## src/rtl/raster_pixel_tx.sv

```systemverilog
// raster_pixel_tx: buffers upstream grayscale pixels in a small FIFO and
// replays them as a gap-free H_LIMIT x V_LIMIT raster with a single-cycle
// start-of-frame strobe, a frame-done pulse and a sticky underflow flag.
module raster_pixel_tx #(
    parameter int unsigned H_LIMIT     = 800,
    parameter int unsigned H_START     = 0,
    parameter int unsigned V_LIMIT     = 525,
    parameter int unsigned DATA_SIZE   = 4,
    parameter int unsigned FIFO_DEPTH  = 16,
    parameter int unsigned PRIME_LEVEL = 8
) (
    input  logic                 i_clk,
    input  logic                 i_rst,
    input  logic                 i_start,
    input  logic                 i_valid,
    input  logic [DATA_SIZE-1:0] i_data,
    output logic                 o_ready,
    output logic                 o_is_new_read,
    output logic [DATA_SIZE-1:0] o_data,
    output logic [10:0]          o_hcnt,
    output logic [9:0]           o_vcnt,
    output logic                 o_frame_done,
    output logic                 o_underflow
);

    localparam int unsigned PTR_W        = $clog2(FIFO_DEPTH);
    localparam int unsigned CNT_W        = PTR_W + 1;
    localparam int unsigned ACTIVE_TOTAL = (H_LIMIT - H_START) * V_LIMIT;
    localparam int unsigned ACC_W        = $clog2(ACTIVE_TOTAL + 1);

    localparam logic [CNT_W-1:0] DEPTH_C = CNT_W'(FIFO_DEPTH);
    localparam logic [CNT_W-1:0] PRIME_C = CNT_W'(PRIME_LEVEL);
    localparam logic [ACC_W-1:0] ACC_MAX = ACC_W'(ACTIVE_TOTAL);
    localparam logic [10:0]      H_FIRST = 11'(H_START);
    localparam logic [10:0]      H_LAST  = 11'(H_LIMIT - 1);
    localparam logic [9:0]       V_LAST  = 10'(V_LIMIT - 1);

    typedef enum logic [1:0] {IDLE, PRIME, STREAM} state_t;

    state_t               state_q, state_d;
    logic [DATA_SIZE-1:0] mem_q [FIFO_DEPTH];
    logic [DATA_SIZE-1:0] mem_d [FIFO_DEPTH];
    logic [PTR_W-1:0]     wr_ptr_q, wr_ptr_d;
    logic [PTR_W-1:0]     rd_ptr_q, rd_ptr_d;
    logic [CNT_W-1:0]     count_q, count_d;
    logic [ACC_W-1:0]     acc_q, acc_d;
    logic [10:0]          h_q, h_d;
    logic [9:0]           v_q, v_d;
    logic [DATA_SIZE-1:0] data_q, data_d;
    logic [10:0]          hcnt_q, hcnt_d;
    logic [9:0]           vcnt_q, vcnt_d;
    logic                 new_q, new_d;
    logic                 done_pend_q, done_pend_d;
    logic                 done_q, done_d;
    logic                 uf_q, uf_d;

    logic ready, push, emit, last_px, col_active, pop_req, pop;

    // Blank leading columns only exist when H_START is non-zero; the split
    // keeps a degenerate unsigned compare against zero out of the netlist.
    if (H_START == 0) begin : g_no_blank
        // Every column carries FIFO data
        always_comb col_active = 1'b1;
    end else begin : g_blank
        // Columns before H_START are blank and do not consume FIFO data
        always_comb col_active = (h_q >= H_FIRST);
    end

    // Handshake and per-edge events derived from the registered state
    always_comb begin
        ready   = (state_q != IDLE) && (count_q < DEPTH_C) && (acc_q < ACC_MAX);
        push    = i_valid && ready;
        emit    = (state_q == STREAM) || ((state_q == PRIME) && (count_q >= PRIME_C));
        last_px = emit && (h_q == H_LAST) && (v_q == V_LAST);
        pop_req = emit && col_active;
        pop     = pop_req && (count_q != '0);
    end

    // State register
    always_ff @(posedge i_clk) begin
        if (i_rst) begin
            state_q <= IDLE;
        end else begin
            state_q <= state_d;
        end
    end

    // Next-state logic: frame end overrides whatever the current state chose
    always_comb begin
        state_d = state_q;
        unique case (state_q)
            IDLE:    if (i_start) state_d = PRIME;
            PRIME:   if (emit) state_d = STREAM;
            STREAM:  state_d = STREAM;
            default: state_d = IDLE;
        endcase
        if (last_px) state_d = IDLE;
    end

    // FIFO, raster counters and registered outputs; an empty-FIFO pop still
    // advances h/v so the raster cadence never slips
    always_comb begin
        mem_d       = mem_q;
        wr_ptr_d    = wr_ptr_q;
        rd_ptr_d    = rd_ptr_q;
        count_d     = count_q;
        acc_d       = acc_q;
        uf_d        = uf_q;
        h_d         = h_q;
        v_d         = v_q;
        data_d      = '0;
        hcnt_d      = '0;
        vcnt_d      = '0;
        new_d       = 1'b0;
        done_pend_d = last_px;
        done_d      = done_pend_q;

        if (push) begin
            mem_d[wr_ptr_q] = i_data;
            wr_ptr_d        = wr_ptr_q + PTR_W'(1);
        end
        if (pop) begin
            rd_ptr_d = rd_ptr_q + PTR_W'(1);
        end
        if (push && !pop) begin
            count_d = count_q + CNT_W'(1);
        end else if (!push && pop) begin
            count_d = count_q - CNT_W'(1);
        end

        if ((state_q == IDLE) && i_start) begin
            acc_d = '0;
            uf_d  = 1'b0;
        end else begin
            if (push) acc_d = acc_q + ACC_W'(1);
            if (pop_req && (count_q == '0)) uf_d = 1'b1;
        end

        if (emit) begin
            hcnt_d = h_q;
            vcnt_d = v_q;
            new_d  = (h_q == '0) && (v_q == '0);
            if (pop) data_d = mem_q[rd_ptr_q];
            if (h_q == H_LAST) begin
                h_d = '0;
                v_d = (v_q == V_LAST) ? '0 : v_q + 10'd1;
            end else begin
                h_d = h_q + 11'd1;
            end
        end

        if (last_px) begin
            count_d  = '0;
            wr_ptr_d = '0;
            rd_ptr_d = '0;
        end
    end

    // Datapath registers
    always_ff @(posedge i_clk) begin
        if (i_rst) begin
            wr_ptr_q    <= '0;
            rd_ptr_q    <= '0;
            count_q     <= '0;
            acc_q       <= '0;
            uf_q        <= 1'b0;
            h_q         <= '0;
            v_q         <= '0;
            data_q      <= '0;
            hcnt_q      <= '0;
            vcnt_q      <= '0;
            new_q       <= 1'b0;
            done_pend_q <= 1'b0;
            done_q      <= 1'b0;
        end else begin
            wr_ptr_q    <= wr_ptr_d;
            rd_ptr_q    <= rd_ptr_d;
            count_q     <= count_d;
            acc_q       <= acc_d;
            uf_q        <= uf_d;
            h_q         <= h_d;
            v_q         <= v_d;
            data_q      <= data_d;
            hcnt_q      <= hcnt_d;
            vcnt_q      <= vcnt_d;
            new_q       <= new_d;
            done_pend_q <= done_pend_d;
            done_q      <= done_d;
        end
    end

    // FIFO storage; contents are don't-care whenever count is zero
    always_ff @(posedge i_clk) begin
        mem_q <= mem_d;
    end

    // Output mapping
    always_comb begin
        o_ready       = ready;
        o_is_new_read = new_q;
        o_data        = data_q;
        o_hcnt        = hcnt_q;
        o_vcnt        = vcnt_q;
        o_frame_done  = done_q;
        o_underflow   = uf_q;
    end

endmodule

```

## config.mk

```make
export PLATFORM = sky130hd
export DESIGN_NAME = raster_pixel_tx
export DESIGN_NICKNAME = d
export VERILOG_FILES = /design/src/rtl/raster_pixel_tx.sv
export SDC_FILE = /design/constraint.sdc
export NUM_CORES = 1
export LEC_CHECK = 0
export ABC_AREA = 1
export CAP_MARGIN = 20
export CORE_MARGIN = 5
export CORE_UTILIZATION = 30
export CTS_CLUSTER_DIAMETER = 50
export DETAILED_ROUTE_END_ITERATION = 6
export PLACE_DENSITY = 0.49
export SETUP_SLACK_MARGIN = 0.1
export SLEW_MARGIN = 20
export SYNTH_ARGS = -nofsm -noshare
export SYNTH_HDL_FRONTEND = slang
export SYNTH_SLANG_ARGS = --single-unit
```

## constraint.sdc

```tcl
create_clock -name i_clk -period 3.4 [get_ports i_clk]
set_input_delay 0.68 -clock i_clk [delete_from_list [all_inputs] [get_ports i_clk]]
set_output_delay 0.68 -clock i_clk [all_outputs]
set_load 0.005 [all_outputs]
```

==> reports/results.ini <==
[cts]
cts_max_level = 4
clockBufferDepth = 2
clock_latency_ns = 0.43
cts_made_buffers = 17
cts_hold_buf = 0
numClockSinks = 148
post-cts-setup-buffer-count = 0
clk_pin_slew_ns = 0.06
ctsResizeCount = 0
root_buffer = clkbuf_16
cts_tree = yes

[yosys]
ys_ff_latch = 148
ys_types = 35
synth-edff-count = 64
yosys_warnings = 0
ys_seq_area_frac = 0.537
syn-cell-area_sq_um = 6710
yosysTopAreaCellShare = 0.287
synth_top_area_cell = edfxtp_1
syn_inst = 786
syn_avg_cell_area_sq_um = 8.53
synth_area_leaders = edfxtp_1, dfxtp_1, nand2_1
synth_top_flop_cell = dfxtp_1
syn-num-nets = 812
async_flop_share = 0

[critical_path]
reg2reg_depth = 14
worstSetupEndpoint = o_ready
cp-startpoint = state_q[0]$_SDFFE_PP0P_
cp.required_ns = 2.72
endpoint_kind = output pin
r2r_end = count_q[4]$_SDFFE_PP0P_
startpoint_type = flip-flop
crit_type = reg2out
worstReg2RegStart = state_q[0]$_SDFFE_PP0P_
cp_max_fo = 7
critPathArrivalTime_ns = 2.17
r2r_setup_slack_ns = 0.88

[sta]
slew_headroom = 0.389
setup_viol = 0
tightest_slew_ns = 0.916
setup_tns_ns = 0
hold_viol = 0
slew_viol_final = 0
skew_ns = 0.0114
fmax_mhz = 351
period_minus_slack_ns = 2.85
setup_ws_ns = 0.548
rsz0062_at_grt = false
fin_crit_sh = 0.839

[route]
wl_per_cell_um = 13.7
totalWireLength_mm = 15.2
vias_per_cell = 4.56
vias = 5075
drc_errors = 0
drt_first_pass_iters = 5
ant_nets = 0
drt-initial-drc-count = 365

[pwr]
peakVddDrop_uv = 331
internal_power_mw = 3.38
clkPwrFrac = 0.378
total_power_mw = 4.88
pwr_density_cell_nw_per_um2 = 617
p_switching_mw = 1.50
combPwrFrac = 0.210
p_seq_frac = 0.411
p_leak_nw = 2.79
switching_share = 0.308

[layout]
drive_gt1_frac = 0.0671
layout_common_cells = nand2_1, nor2_1, dfxtp_1, inv_1, edfxtp_1
instances_no_fill = 1114
fillers = 2285
multi_input_comb_area_sq_um = 2710
nNetsFinal = 847
insertedDiodeCount = 0
stdcell_area_sq_um = 7900
synthToLayoutAreaGrowth_pct = 17.8
layout_commonest_cell = nand2_1
regArea_sq_um = 3600

[flow_run]
drv_cap = 0

[die]
io_pins = 37
start_util = 0.306
die_x_um = 160
die_y_um = 160
dieArea_sq_um = 25400
placementRows = 54
core_region_area_sq_um = 21900

[global_route]
grt_pass1_wl_mm = 25.4
busiest_layer = met2
grt_pass1_vias = 5023
track_usage = 0.122
use_met3 = 0.0349
antenna_found_initial = 0
gr-total-overflow = 0
met2_usage = 0.200
use_met1 = 0.158
grt_max_degree = 43

[run_status]
status = complete, no violations

[place]
io_buffers = 36
place_area_sq_um = 7320
dpl.hpwl_mm = 10.6
gp_congestion = 0.784
dp_slack_ns = 0.536
dp_cells = 1082

[hold_path]
hp-class = reg2reg
whs_path_depth = 2

per-layer routing:
| metal | vias to the layer above | part of all wire |
|---|---|---|
| met1 | 2340 | 0.48 |
| met5 | - | 0 |
| met3 | 10 | 0.041 |
| li1 | 2639 | - |
| met2 | 86 | 0.47 |
| met4 | 0 | 0.0085 |
Yosys cell counts (2+ instances only):
master and number:
ha_1 17, edfxtp_1 64, buf_6 3, nor2_1 130
clkbuf_1 14, inv_2 2, a21oi_1 52, a21oi_2 2
xor2_1 22, nand2_2 2, nand3_1 40, nor2_4 5
o22ai_1 9, buf_2 4, xnor2_1 6, buf_4 3
nor3b_1 2, nand4_1 10, nor3_1 16, nand2_4 2
dfxtp_1 84, nand2_1 173, inv_1 66, o21ai_0 47
metrics by stage:
step	util	hold slack, ns
floorplan	-	0.388
global placement	0.334	0.395
detailed placement	0.334	0.397
CTS	0.361	0.406
global route	0.361	0.422
finish	0.361	0.404
worst max-delay path, stage by stage, from the launching register on:
cell,delay (ns)
dfxtp_1,0.35
inv_1,0.07
ha_1,0.24
nor2_1,0.18
nand2_2,0.12
nor2_4,0.23
clkdlybuf4s50_1,0.56
power by group through the flow:
stage / clock (mW) / combinational, mW / sequential, mW
after CTS: 1.89 / 1.04 / 2.01
after global routing: 1.98 / 1.18 / 2.02
final: 1.84 / 1.03 / 2.01
after floorplan: 0 / 0.787 / 2.03
after detailed placement: 0 / 1.04 / 2.05
after global placement: 0 / 1.05 / 2.05
flip-flops by register name, indices dropped and copies added, names as in the netlist:
signal	count
mem_q	64
acc_q	19
h_q	11
o_hcnt	11
o_vcnt	10
v_q	10
count_q	5
o_data	4
rd_ptr_q	4
wr_ptr_q	4
state_q	2
done_d	1
o_frame_done	1
o_is_new_read	1
o_underflow	1
cell families (layout without fill, tap and decap cells):
logic type	Yosys count	count (layout)	share of synthesized area
xor+xnor	28	28	0.0366
flops	148	148	0.537
buf+inv	95	143	0.0593
compound gates	110	110	0.0849
simple gates	387	387	0.247
fa+ha+maj	18	18	0.0347
worst min path at each step:
stage | to | slack [ns] | startpoint
6_report | o_frame_done$_SDFF_PP0_ | 0.40 | done_d$_SDFF_PP0_
5_1_grt | o_frame_done$_SDFF_PP0_ | 0.42 | done_d$_SDFF_PP0_
4_1_cts | o_frame_done$_SDFF_PP0_ | 0.41 | done_d$_SDFF_PP0_
3_5_place_dp | o_frame_done$_SDFF_PP0_ | 0.40 | done_d$_SDFF_PP0_
3_3_place_gp | o_frame_done$_SDFF_PP0_ | 0.39 | done_d$_SDFF_PP0_
2_1_floorplan | o_frame_done$_SDFF_PP0_ | 0.39 | done_d$_SDFF_PP0_
layout make-up:
class / count / share of cell area
Sequential cell: 148 / 0.456
Multi-Input combinational cell: 543 / 0.342
Clock buffer: 20 / 0.0608
Timing Repair Buffer: 41 / 0.0503
Tap cell: 280 / 0.0443
Inverter: 70 / 0.0336
Clock inverter: 12 / 0.0127
(Power assumes the default switching activity.)
